--- config.mk ---
export PLATFORM = sky130hd
export DESIGN_NAME = ga_result_reader
export DESIGN_NICKNAME = d
export VERILOG_FILES = /design/src/rtl/ga_result_reader.sv
export SDC_FILE = /design/constraint.sdc
export NUM_CORES = 1
export LEC_CHECK = 0
export ABC_AREA = 1
export CORE_UTILIZATION = 50
export DETAILED_ROUTE_END_ITERATION = 16
export GPL_TIMING_DRIVEN = 0
export PLACE_DENSITY_LB_ADDON = 0.05
export SYNTH_ARGS = -nofsm -noshare
export SYNTH_HDL_FRONTEND = slang
export SYNTH_SLANG_ARGS = --single-unit
--- constraint.sdc ---
create_clock -name clk -period 2.63 [get_ports clk]
set_input_delay 0.263 -clock clk [delete_from_list [all_inputs] [get_ports clk]]
set_output_delay 0.263 -clock clk [all_outputs]
set_load 0.02 [all_outputs]
--- src/rtl/ga_result_reader.sv ---
// rtl/ga_result_reader.sv - snapshots ga_top results on done and streams them as a checksummed byte frame
module ga_result_reader #(
  parameter int          CHROMOSOME_WIDTH = 16,
  parameter int          FITNESS_WIDTH    = 14,
  parameter logic [7:0]  HEADER_BYTE      = 8'hA5
) (
  input  logic                        clk,
  input  logic                        rst,
  input  logic                        enable,
  input  logic                        done,
  input  logic                        perfect_found,
  input  logic [CHROMOSOME_WIDTH-1:0] best_chromosome,
  input  logic [FITNESS_WIDTH-1:0]    best_fitness,
  input  logic [31:0]                 iteration_count,
  input  logic [31:0]                 crossovers_to_perfect,
  output logic [7:0]                  tx_data,
  output logic                        tx_valid,
  input  logic                        tx_ready,
  output logic                        tx_last,
  output logic                        busy,
  output logic [15:0]                 frames_sent,
  output logic [7:0]                  drop_count
);

  localparam int CB        = (CHROMOSOME_WIDTH + 7) / 8;
  localparam int FB        = (FITNESS_WIDTH + 7) / 8;
  localparam int NUM_BYTES = 2 + CB + FB + 4 + 4 + 1;
  localparam int IDX_W     = $clog2(NUM_BYTES);
  localparam int SNAP_W    = 1 + CHROMOSOME_WIDTH + FITNESS_WIDTH + 64;
  localparam int FRAME_W   = (NUM_BYTES - 1) * 8;
  localparam logic [IDX_W-1:0] LAST_IDX = IDX_W'(NUM_BYTES - 1);

  typedef enum logic {S_IDLE, S_SEND} state_t;

  state_t              state_q, state_d;
  logic [SNAP_W-1:0]   active_q, active_d;
  logic [SNAP_W-1:0]   pend_snap_q, pend_snap_d;
  logic                pending_q, pending_d;
  logic [IDX_W-1:0]    byte_idx_q, byte_idx_d;
  logic [7:0]          csum_q, csum_d;
  logic                done_d_q, done_d_d;
  logic [15:0]         frames_q, frames_d;
  logic [7:0]          drop_q, drop_d;

  logic                trigger;
  logic                accept;
  logic                last_accept;
  logic [SNAP_W-1:0]   snap;
  logic [CB*8-1:0]     chr_ext;
  logic [FB*8-1:0]     fit_ext;
  logic [FRAME_W-1:0]  frame_vec;

  assign snap        = {perfect_found, best_chromosome, best_fitness, iteration_count, crossovers_to_perfect};
  assign trigger     = enable && done && !done_d_q;
  assign accept      = tx_valid && tx_ready;
  assign last_accept = accept && (byte_idx_q == LAST_IDX);

  // State and datapath registers; reset abandons any frame in flight
  always_ff @(posedge clk or negedge rst) begin
    if (!rst) begin
      state_q     <= S_IDLE;
      active_q    <= '0;
      pend_snap_q <= '0;
      pending_q   <= 1'b0;
      byte_idx_q  <= '0;
      csum_q      <= 8'h00;
      done_d_q    <= 1'b0;
      frames_q    <= 16'h0000;
      drop_q      <= 8'h00;
    end else begin
      state_q     <= state_d;
      active_q    <= active_d;
      pend_snap_q <= pend_snap_d;
      pending_q   <= pending_d;
      byte_idx_q  <= byte_idx_d;
      csum_q      <= csum_d;
      done_d_q    <= done_d_d;
      frames_q    <= frames_d;
      drop_q      <= drop_d;
    end
  end

  // Next state: trigger handling, byte sequencing and pending-slot promotion
  always_comb begin
    state_d     = state_q;
    active_d    = active_q;
    pend_snap_d = pend_snap_q;
    pending_d   = pending_q;
    byte_idx_d  = byte_idx_q;
    csum_d      = csum_q;
    done_d_d    = done;
    frames_d    = frames_q;
    drop_d      = drop_q;

    case (state_q)
      S_IDLE: begin
        if (trigger) begin
          state_d    = S_SEND;
          active_d   = snap;
          byte_idx_d = '0;
          csum_d     = 8'h00;
        end
      end
      S_SEND: begin
        if (accept) begin
          csum_d     = csum_q ^ tx_data;
          byte_idx_d = byte_idx_q + IDX_W'(1);
        end
        if (last_accept) begin
          frames_d   = frames_q + 16'd1;
          byte_idx_d = '0;
          csum_d     = 8'h00;
          if (pending_q) begin
            // Pending frame goes next; a coincident trigger refills the slot
            active_d = pend_snap_q;
            if (trigger) begin
              pend_snap_d = snap;
            end else begin
              pending_d = 1'b0;
            end
          end else if (trigger) begin
            active_d = snap;
          end else begin
            state_d = S_IDLE;
          end
        end else if (trigger) begin
          pend_snap_d = snap;
          pending_d   = 1'b1;
          if (pending_q && (drop_q != 8'hFF)) begin
            drop_d = drop_q + 8'd1;
          end
        end
      end
      default: state_d = S_IDLE;
    endcase
  end

  // Outputs: frame byte selection from the active snapshot, status flags
  always_comb begin
    chr_ext = '0;
    chr_ext[CHROMOSOME_WIDTH-1:0] = active_q[64+FITNESS_WIDTH +: CHROMOSOME_WIDTH];
    fit_ext = '0;
    fit_ext[FITNESS_WIDTH-1:0] = active_q[64 +: FITNESS_WIDTH];
    frame_vec = {HEADER_BYTE, 7'b0, active_q[SNAP_W-1], chr_ext, fit_ext, active_q[63:0]};

    tx_valid = (state_q == S_SEND);
    tx_data  = 8'h00;
    if (tx_valid) begin
      if (byte_idx_q == LAST_IDX) begin
        tx_data = csum_q;
      end else begin
        for (int i = 0; i < NUM_BYTES - 1; i++) begin
          if (byte_idx_q == IDX_W'(i)) begin
            tx_data = frame_vec[FRAME_W-1-8*i -: 8];
          end
        end
      end
    end
    tx_last     = tx_valid && (byte_idx_q == LAST_IDX);
    busy        = (state_q == S_SEND) || pending_q;
    frames_sent = frames_q;
    drop_count  = drop_q;
  end

endmodule

; After elaboration in Yosys (flattened, before gate mapping)
; Cells that the tools add are included.
[op_classes]
addsub = 3
eq_ne = 19
mux = 38
bitwise = 3
n_reduce_logical = 15
[ops]
columns = op, count
row1 = $mux W95, 6
row2 = $pmux W95 S2, 1
row3 = $mux W8, 19
row4 = $eq A4 B4 Y1 const B, 7
row5 = $add A16 B1 Y16 const B, 1
row6 = $eq A4 B3 Y1 const B, 4
row7 = $pmux W8 S2, 1
row8 = $mux W4, 3
row9 = $add A8 B1 Y8 const B, 1
row10 = $eq A4 B2 Y1 const B, 2
row11 = $ne A8 B8 Y1 const B, 1
row12 = $pmux W4 S2, 1
row13 = $reduce_and A2 Y1, 4
row14 = $xor A8 B8 Y8, 1
row15 = $logic_and A1 B1 Y1, 6
row16 = $mux W1, 6
row17 = $add A4 B1 Y4 const B, 1
row18 = $eq A4 B1 Y1 const B, 1
row19 = $logic_not A4 Y1, 1
row20 = $ne A2 B2 Y1 const B, 2
row21 = $reduce_and A4 Y1, 1
row22 = $ne A3 B1 Y1 const B, 1
row23 = $ne A2 B1 Y1 const B, 1
row24 = $not A1 Y1, 2
row25 = 4 further kinds, 4
[totals]
register_bits = 229
input_bits = 100
out_inout_bits = 35
wordCells = 87

; Longest topological paths before layout
; Gate-level depths: netlist of the first run.
[logic_depth]
word_depth = 21
mapped_depth = 23
ltp_nobuf = 23

; Worst setup path before layout of the first run
; OpenSTA, ideal clock, no wires.
[synth_timing]
kind = flip-flop to output port
start = register byte_idx_q[0]
end = output tx_data[6]
arrival_ns = 2.109
required_time_ns = 2.367
path_slack_ns = 0.258
stages_incl_launch_ff = 13
path_buffers = 0
cell_sequence = dfrtp_1 -> inv_1 -> ha_1 -> inv_2 -> nor2_1 -> inv_1 -> nand3_1 -> nand3_1 -> nand2_1 -> nand2_1 -> nand2_1 -> nand2_1 -> a21oi_1
[synth_between]
elab_chain_len = 16
word_cells_on_any_way = 29
cone_classes = eq/ne (14) / mux (15)
[synth_rtl]
columns = item, line_no
row1 = "start, declared", 39  ; logic [IDX_W-1:0] byte_idx_q, byte_idx_d;
row2 = "start signal, assigned", 75  ; byte_idx_q <= byte_idx_d;
row3 = $eq A4 B1 Y1, 153  ; if (byte_idx_q == IDX_W'(i)) begin
row4 = $mux W8 (13 in series), 153
row5 = $mux W8 *, 149  ; if (byte_idx_q == LAST_IDX) begin
row6 = $mux W8 *, 148  ; if (tx_valid) begin
row7 = "end, declared", 16  ; output logic [7:0] tx_data,
; Mark *: on every way between the ends. The rest lies on a longest branch, timed or not.

; Worst setup path in the final report of the first run
[layout_timing]
start = register byte_idx_q[0]
end = output tx_data[2]
[layout_between]
elab_chain_len = 17
word_cells_on_any_way = 31
cone_classes = eq/ne (14) / mux (16) / reduce/logical (1)
[layout_rtl]
columns = item, line_no
row1 = $logic_not A4 Y1, 153
row2 = $mux W8 (14 in series), 153
row3 = $mux W8 *, 149
row4 = $mux W8 *, 148
; Marked as above.

==> flow_summary.toml, run 1 <==
[global_route]
antenna_found_initial = 0
grt_max_degree = 101
track_usage = 0.261
grt_pass1_vias = 9237
overflow = 0
grt_pass1_wl_um = 46800

[worst_setup_path]
path_common_cell = "nand2_1"
path_class = "register to primary output"
cp.required_ns = 2.37
critPathMaxFanout = 7
worstSetupEndpointType = "primary output"
crit_slowest_cell = "dfrtp_2"
slowest_delay_ns = 0.46
start_kind = "register"
cp.arrival_ns = 2.82
path_cells = "buf_6, ha_4, nand2_4, buf_4, nand3_1, nand2_1, nand2_1, nand2_1, nand2_1, nand3_1, nand3_1, nand2_1, nand2_1, nand2_2, nand2_2, nand2_2, nand2_2, a21oi_2, buf_6"

[status]
violations = "setup timing"
outcome = "complete, but fails checks"

[floorplan]
dieArea_um2 = 22900
die_h_um = 151
coreArea_um2 = 21800
ios = 135
start_util = 0.510
die_w_um = 151
row_count = 54

[detailed_routing]
via_count = 9855
avgViaCountPerCell = 5.23
drc_errors = 0
drt_iter0_markers = 572
drt_pass1_iterations = 5
antenna_left = 0
routed_wl_um = 29200
post_drt_wl_per_cell_um = 15.5

[yosys]
avgSynthCellArea_um2 = 8.08
netlist_area_um2 = 11100
ys_seq_elements = 229
yosysSeqAreaShare = 0.515
yosysUniqueCellTypes = 33
async_flop_share = 1.00
synth_cells = 1378
synth-edff-count = 0
syn_nets = 1484
synth_ff_type = "dfrtp_1"
synth_warnings = 0

[clock_network]
cts_tree = "yes"
cts_buffers = 26
root_buffer = "clkbuf_16"
cts_max_level = 1
cts.clk_slew.worst_paths_ns = 0.06
clkLatencyLatePin_ns = 0.52
clock-sinks = 229
clockBufferDepth = 3

[sta]
maxSlewViolCount = 0
setup_viol_count_final = 10
hold_viol_final = 0
worstMarginPinSlew_ns = 0.604
min_period_over_period = 1.17
slew_headroom = 0.594
fmax_mhz = 324
rsz0062_at_grt = "yes"
skew_ns = 0.0133
final.setup.worst_slack_ns = -0.455
fin_crit_ns = 3.08
setup_tns_ns = -4.05

[power]
p_per_area_nw_per_um2 = 1130
power_switching_mw = 6.60
ir_worst_vdd_v = 0.000605
power.total_mw = 16.6
pwr-share-comb = 0.461
p_sw_frac = 0.397
pwr-share-clk = 0.216
p_seq_frac = 0.323
power.leakage_nw = 6.99
power.internal_mw = 10.0

[min_path]
hold_class = "primary input to asynchronous set/reset pin"

[cells_and_area]
fillers = 1820
num_antenna_cells = 0
layout_commonest_cell = "nand2_1"
fin_nets = 1693
drive_gt1_frac = 0.171
most-common-layout-cells = "nand2_1 (289), inv_1 (235), dfrtp_1 (225)"
synthToLayoutAreaGrowth_pct = 31.7
final_util = 0.671

[placed_design]
portBuffers = 134
dp_hpwl_um = 19500
routabilityCongestion = 0.847
pre_cts_slack_ns = -0.723

[run]
drv_cap = 0
[critical path: cells and delay by family (launching register included)]
| kind | cells | cell delay [ns] |
|---|---|---|
| simple gates | 14 | 1.11 |
| compound gates | 1 | 0.15 |
| buf+inv | 3 | 0.40 |
| fa+ha+maj | 1 | 0.18 |
| flops | 1 | 0.46 |
[routing by layer]
layer | vias to the layer above | track usage | wire [um]
li1 | 4857 | - | -
met1 | 4702 | 0.368 | 13400
met2 | 233 | 0.418 | 13800
met3 | 63 | 0.0268 | 1070
met4 | 0 | 0.0880 | 864
met5 | - | 0 | 0
[worst paths after layout]
kind / start / to / slack (ns) / cells after the start
worst max-delay path: byte_idx_q[0]$_DFFE_PN0P_ / tx_data[2] / -0.45 / 19
min in group clk: done / done_d_q$_DFF_PN0_ / 0.21 / 1
worst min register to register: frames_sent[15]$_DFFE_PN0P_ / frames_sent[15]$_DFFE_PN0P_ / 0.47 / 1
max in group asynchronous: rst / byte_idx_q[1]$_DFFE_PN0P_ / 1.19 / 4
worst max register to register: byte_idx_q[1]$_DFFE_PN0P_ / csum_q[0]$_DFFE_PN0P_ / -0.42 / 28
worst min-delay path: rst / pend_snap_q[65]$_DFFE_PN0P_ / 0.20 / 2
[timing repair]
| action | 4_1_cts | 5_1_grt |
|---|---|---|
| resized for setup | 143 | 120 |
| pin swaps | 31 | 39 |
| hold buffers | 1 | 0 |
| buffers inserted | 23 | 22 |
| setup endpoints to repair | 200 | 131 |
| cloned | 0 | 0 |
| endpoints found under the hold margin | 35 | 0 |
[cell type report]
type / instances / area [um^2] / area share
clock inverters: 6 / 80.1 / 0.00547
clock buffers: 38 / 757 / 0.0517
well taps: 280 / 350 / 0.0239
inverters: 250 / 967 / 0.0660
flip-flops and latches: 229 / 5740 / 0.391
repair buffers: 182 / 1790 / 0.122
plain buffers: 66 / 342 / 0.0233
multi-input cells: 832 / 4630 / 0.316
[through the flow]
stage                     cells  instance area, um^2  hold WS, ns
final                      1883                14700        0.203
after global routing       1883                14700        0.216
after CTS                  1861                14200        0.201
after detailed placement   1794                12900        0.160
after global placement     1792                12800        0.462
after floorplan            1378                11100      -0.0326
[flip-flops by register name, indices dropped and copies added (netlist names)]
name and flops:
active_q 95, pend_snap_q 95, frames_sent 16, csum_q 8
drop_count 8, byte_idx_q 4, done_d_q 1, pending_q 1
tx_valid 1
[cells by family (layout without fill, tap and decap cells)]
kind of cell,count (synthesis),count (layout),synth area share
DFF,229,229,0.515
buffers and inverters,317,542,0.110
xor gates and xnor gates,22,22,0.0173
adders and majority gates,6,6,0.00675
and+or+nand+nor,446,446,0.166
muxes,1,1,0.00101
AOI/OAI and AO/OA,357,357,0.184
[Yosys cell counts, types with 2 or more instances]
master	count	share of area
a21oi_1	41	0.018
buf_1	2	0.00067
buf_2	21	0.0094
buf_4	3	0.0020
clkbuf_1	41	0.014
clkinv_1	2	0.00067
dfrtp_1	229	0.51
ha_1	6	0.0067
inv_1	243	0.082
inv_2	5	0.0017
nand2_1	341	0.12
nand2_2	4	0.0022
nand3_1	55	0.025
nand3_2	2	0.0018
nand4_1	4	0.0022
nor2_1	24	0.0081
nor2_2	5	0.0028
nor3_1	5	0.0022
o211ai_1	96	0.065
o21ai_0	191	0.086
o21ai_1	26	0.012
xnor2_1	8	0.0063
xor2_1	14	0.011
[power by group through the flow]
stage,clock network [mW],registers [mW],logic (mW)
after global routing,3.76,5.50,8.43
after detailed placement,0,5.36,5.76
final,3.58,5.36,7.66
after global placement,0,5.36,5.64
after CTS,3.63,5.35,6.86
after floorplan,0,5.26,3.75
(Power assumes the default switching activity.)
==> inputs of run 2 (changes only) <==
--- a/config.mk
+++ b/config.mk
@@ -9,7 +9,8 @@
 export CORE_UTILIZATION = 50
 export DETAILED_ROUTE_END_ITERATION = 16
 export GPL_TIMING_DRIVEN = 0
-export PLACE_DENSITY_LB_ADDON = 0.05
+export MAX_ROUTING_LAYER = met4
+export PLACE_DENSITY_LB_ADDON = 0.12
 export SYNTH_ARGS = -nofsm -noshare
 export SYNTH_HDL_FRONTEND = slang
 export SYNTH_SLANG_ARGS = --single-unit
==> run 2 against run 1 <==
  * The flow still finishes with violations (setup timing)
  * Register-to-register slack gained 0.10 ns
  * Largest cell class unchanged
  * Critical path depth unchanged
  * Combinational power about the same
  * Cell area decreased by 0.23%
  * Largest power group unchanged
  * Sequential share of layout area increased by 0.091 points
  * Hold slack improved by 0.0084 ns
==> flow_summary.toml, run 2 (synthesis results as in run 1) <==
[cells_and_area]
synthToLayoutAreaGrowth_pct = 31.4
drive_gt1_frac = 0.158
seq_area_um2 = 5740
layout_commonest_cell = "nand2_1"
num_antenna_cells = 0
most-common-layout-cells = "nand2_1 (302), inv_1 (235), dfrtp_1 (225)"
fillers = 1779
final_cell_count_no_fill = 1874
multiInputGateArea_um2 = 4650
fin_nets = 1682

[detailed_routing]
drc_errors = 0
post_drt_wl_per_cell_um = 15.9
routed_wl_um = 29800
avgViaCountPerCell = 5.29
drt_iter0_markers = 686
via_count = 9913
drt_pass1_iterations = 6
antenna_left = 0

[min_path]
worstHoldPathCells = 1
hp-start = "done"
hold_class = "primary input to register"

[global_route]
track_usage = 0.268
overflow = 0
grt_pass1_wl_um = 47200
antenna_found_initial = 0
grt_max_degree = 121
grt_pass1_vias = 9470

[floorplan]
die_h_um = 151
dieArea_um2 = 22900
row_count = 54
die_w_um = 151
ios = 135
start_util = 0.510
coreArea_um2 = 21800

[clock_network]
root_buffer = "clkbuf_16"
cts.clk_slew.worst_paths_ns = 0.06
clockBufferDepth = 3
cts_tree = "yes"
cts_max_level = 1
clock-sinks = 229
cts_buffers = 25
clkLatencyLatePin_ns = 0.53

[placed_design]
dp_hpwl_um = 19500
place_inst = 1793
portBuffers = 134
routabilityCongestion = 0.833

[power]
power.leakage_nw = 6.95
p_per_area_nw_per_um2 = 1150
ir_worst_vdd_v = 0.000608
power.total_mw = 16.7

[run]
drv_cap = 0

[worst_setup_path]
crit_slowest_cell = "dfrtp_2"
path_cells = "buf_12, ha_4, clkinvlp_4, nor2_4, inv_4, o21ai_2, inv_1, nand2_1, nand2_1, nand3_1, nand3_1, nand2_1, nand2_1, nand2_1, nand2_1, nand2_2, nand2_2, a21oi_2, buf_6"
startpoint = "byte_idx_q[1]$_DFFE_PN0P_"
worstSetupEndpointType = "primary output"
slowest_delay_ns = 0.43
path_common_cell = "nand2_1"
cp.required_ns = 2.37
start_kind = "register"
cp.arrival_ns = 2.85
path_class = "register to primary output"
critPathMaxFanout = 8
ff2ff_path_depth = 24
reg2reg_from = "byte_idx_q[1]$_DFFE_PN0P_"

[sta]
rsz0062_at_grt = "yes"
final.setup.worst_slack_ns = -0.486
worstMarginPinSlew_ns = 0.856
skew_ns = 0.0176
setup_viol_count_final = 9
fmax_mhz = 321
hold_viol_final = 0
maxSlewViolCount = 0
min_period_over_period = 1.18
slew_headroom = 0.430
fin_crit_ns = 3.12

[status]
outcome = "complete, but fails checks"
violations = "setup timing"
run 2: cell types whose count changed in the layout (fill, tap and decap cells not counted), sizes merged:
cell      change
clkinv        +1
bufinv        +1
clkinvlp      +2
inv           -2
clkbuf        +1
buf          -12
run 2: worst paths after layout:
check                                              endpoint  slack (ns)
worst min-delay path                     done_d_q$_DFF_PN0_        0.21
worst max-delay path                             tx_data[2]       -0.49
min in group asynchronous       pend_snap_q[68]$_DFFE_PN0P_        0.37
max in group asynchronous         byte_idx_q[2]$_DFFE_PN0P_        1.13
worst max register to register        csum_q[5]$_DFFE_PN0P_       -0.32
worst min register to register  frames_sent[15]$_DFFE_PN0P_        0.47
run 2: stage by stage:
step	area [um^2]	hold WS (ns)	setup slack, ns	util	TNS [ns]
finish	14600	0.212	-0.486	0.670	-3.90
global route	14600	0.216	-0.590	0.670	-8.73
CTS	14200	0.206	-0.409	0.651	-3.42
detailed placement	12900	0.382	-0.743	0.589	-52.24
global placement	12800	0.462	-8.62	0.587	-2011.91
floorplan	11100	-0.0326	0.258	-	0
run 2: power breakdown:
part | internal [mW] | total (mW) | switching (mW)
sequential | 4.76 | 5.38 | 0.613
clock | 2.23 | 3.67 | 1.44
combinational | 3.04 | 7.69 | 4.65
total | 10.0 | 16.7 | 6.70
run 2: worst max-delay path, delay by kind of cell, from the launching register on:
family / cells / cell delay (ns)
flops: 1 / 0.43
compound gates: 2 / 0.23
simple gates: 11 / 0.97
fa+ha+maj: 1 / 0.18
buf+inv: 5 / 0.55
run 2: layer usage:
metal  GRT usage  up-vias  routed length (um)
met1       0.359     4786               13500
li1            -     4806                   -
met4      0.0880        0                 830
met5           -        -                   0
met2       0.424      258               14300
met3      0.0313       63                1200
run 2: layout make-up:
type                    instances  share of cell area
plain buffers                  66              0.0229
flip-flops and latches        229               0.392
inverters                     250              0.0666
clock buffers                  37              0.0507
multi-input cells             832               0.318
clock inverters                 8             0.00787
well taps                     280              0.0240
repair buffers                172               0.118
run 2: repair_timing:
item,in CTS,in global routing
gates resized for setup,140,99
endpoints found under the setup margin,199,126
pin swaps,24,40
endpoints found under the hold margin,109,0
hold buffers,1,0
setup buffers,24,15
==> inputs of run 3 (changes only) <==
==> constraint.sdc (replaced) <==
create_clock -name clk -period 2.63 [get_ports clk]
set_input_delay 0.789 -clock clk [delete_from_list [all_inputs] [get_ports clk]]
set_output_delay 0.789 -clock clk [all_outputs]
set_load 0.02 [all_outputs]
==> run 3 against run 2 <==
  * The flow still finishes with violations (setup timing)
  * Non-clock buffer count increased by 35
  * Sequential share of layout area decreased by 3.5 points
  * Die area unchanged
  * Hold slack got worse by 0.074 ns
  * Global-route usage decreased by 0.33 points
  * Power increased by 1.7%
  * Combinational power increased by 5.9%
  * Critical path depth unchanged
  * Largest cell class unchanged
  * Sequential power about the same
  * Setup slack got worse by 0.53 ns
  * Maximum frequency decreased by 15%
  * Via count increased by 1.7%
  * Largest power group unchanged
==> flow_summary.toml, run 3 (synthesis results as in run 1) <==
[placed_design]
place_inst = 1794
portBuffers = 134
routabilityCongestion = 0.842
dp_hpwl_um = 19800
pre_cts_slack_ns = -1.05

[power]
power.leakage_nw = 7.67
pwr-share-clk = 0.205
pwr-share-comb = 0.478
power.internal_mw = 10.2
p_per_area_nw_per_um2 = 1060
p_seq_frac = 0.316
ir_worst_vdd_v = 0.000594
power_switching_mw = 6.87
p_sw_frac = 0.403

[clock_network]
clockBufferDepth = 3
cts_max_level = 1
clock-sinks = 229
clkLatencyLatePin_ns = 0.53
cts_buffers = 25
root_buffer = "clkbuf_16"
cts.clk_slew.worst_paths_ns = 0.06
cts_tree = "yes"

[sta]
fmax_mhz = 274
min_period_over_period = 1.39
skew_ns = 0.0157
fin_crit_ns = 3.65
setup_viol_count_final = 221
maxSlewViolCount = 0
worstMarginPinSlew_ns = 0.559
hold_viol_final = 0
final.setup.worst_slack_ns = -1.02
slew_headroom = 0.627
setup_tns_ns = -81.61
rsz0062_at_grt = "yes"

[cells_and_area]
fin_nets = 1717
layout_commonest_cell = "inv_1"
num_antenna_cells = 0
drive_gt1_frac = 0.248
synthToLayoutAreaGrowth_pct = 44.1
most-common-layout-cells = "inv_1 (235), nand2_1 (232), dfrtp_1 (226)"
final_cell_count_no_fill = 1908

[worst_setup_path]
worstSetupEndpointType = "primary output"
start_kind = "register"
startpoint = "byte_idx_q[0]$_DFFE_PN0P_"
timing.rr.end = "active_q[2]$_DFFE_PN0P_"
cp.arrival_ns = 2.86
crit_end = "tx_data[1]"
critPathMaxFanout = 5
reg2reg_from = "byte_idx_q[0]$_DFFE_PN0P_"
path_class = "register to primary output"
cp.required_ns = 1.84
ff2ff_path_depth = 22
reg2reg_setup_slack_ns = -0.46

[detailed_routing]
antenna_left = 0
via_count = 10100
post_drt_wl_per_cell_um = 16.7
drt_pass1_iterations = 5
drt_iter0_markers = 664
avgViaCountPerCell = 5.29
drc_errors = 0
routed_wl_um = 31800

[global_route]
grt_pass1_vias = 9397
grt_max_degree = 105
overflow = 0
antenna_found_initial = 0
track_usage = 0.265
grt_pass1_wl_um = 46700

[floorplan]
coreArea_um2 = 21800
start_util = 0.510
row_count = 54
ios = 135
dieArea_um2 = 22900
die_w_um = 151
die_h_um = 151

[status]
violations = "setup timing"
outcome = "complete, but fails checks"

[run]
drv_cap = 0

[min_path]
hold_class = "primary input to asynchronous set/reset pin"
==> run 3: cell types whose count changed in the layout (fill, tap and decap cells not counted), sizes merged <==
| cell | delta |
|---|---|
| clkbuf | +5 |
| inv | +2 |
| clkinv | -2 |
| buf | +34 |
| clkdlybuf4s50 | -1 |
| dlygate4sd3 | -1 |
| clkinvlp | -1 |
| bufinv | -2 |
==> run 3: layout make-up <==
| class | instances | area (um^2) |
|---|---|---|
| Inverter | 250 | 971 |
| Tap cell | 280 | 350 |
| Multi-Input combinational cell | 832 | 5100 |
| Sequential cell | 229 | 5730 |
| Fill cell | 1613 | 5790 |
| Clock buffer | 39 | 758 |
| Clock inverter | 5 | 53.8 |
| Buffer | 65 | 584 |
| Timing Repair Buffer | 208 | 2480 |
==> run 3: stage by stage <==
stage / total power, mW / util / hold slack, ns / instance area [um^2]
CTS: 15.7 / 0.650 / 0.144 / 14200
global placement: 11.3 / 0.593 / 0.462 / 12900
detailed placement: 11.5 / 0.596 / 0.470 / 13000
global route: 18.1 / 0.735 / 0.163 / 16000
finish: 17.0 / 0.735 / 0.137 / 16000
floorplan: 9.33 / - / 0.471 / 11300
==> run 3: layer usage <==
layer | wire length [um] | track usage | part of all wire | vias to the layer above
met5 | 0 | - | 0 | -
met4 | 1060 | 0.0780 | 0.033 | 0
met3 | 1430 | 0.0262 | 0.045 | 76
met2 | 15300 | 0.425 | 0.48 | 284
met1 | 14000 | 0.356 | 0.44 | 4822
li1 | - | - | - | 4903
==> run 3: worst min path at each step <==
stage	slack (ns)	from	cells past startpoint	end
floorplan	0.47	csum_q[0]$_DFFE_PN0P_	2	csum_q[0]$_DFFE_PN0P_
CTS	0.14	rst	1	pend_snap_q[54]$_DFFE_PN0P_
global route	0.16	rst	1	pend_snap_q[65]$_DFFE_PN0P_
global placement	0.46	frames_sent[15]$_DFFE_PN0P_	1	frames_sent[15]$_DFFE_PN0P_
finish	0.14	rst	1	pend_snap_q[58]$_DFFE_PN0P_
detailed placement	0.47	frames_sent[15]$_DFFE_PN0P_	1	frames_sent[15]$_DFFE_PN0P_
==> run 3: worst max-delay path, stage by stage, from the launching register on <==
cell and delay [ns]:
dfrtp_2 0.47, inv_4 0.11, ha_4 0.20, inv_6 0.06
nor2_4 0.19, nand3_2 0.11, nand3_2 0.09, nand2_2 0.05
nand3_2 0.08, nand2_2 0.07, nand2_2 0.09, nand2_2 0.06
nand3_2 0.08, nand3_2 0.08, nand2_1 0.07, nand2_1 0.07
nand2_2 0.10, nand2_2 0.08, a21oi_4 0.14, buf_6 0.14
==> run 3: power by group through the flow <==
stage | logic, mW | clock network (mW) | registers (mW)
after floorplan | 4.06 | 0 | 5.27
after global placement | 5.93 | 0 | 5.36
after detailed placement | 6.08 | 0 | 5.38
after CTS | 6.78 | 3.54 | 5.35
after global routing | 8.93 | 3.66 | 5.50
final | 8.14 | 3.50 | 5.39
==> run 3: timing repair <==
| item | in CTS | in global routing |
|---|---|---|
| endpoints found under the setup margin | 201 | 204 |
| pin swaps | 23 | 33 |
| cloned | 0 | 24 |
| buffers inserted | 14 | 35 |
| hold buffers | 0 | 0 |
| resized for setup | 133 | 516 |
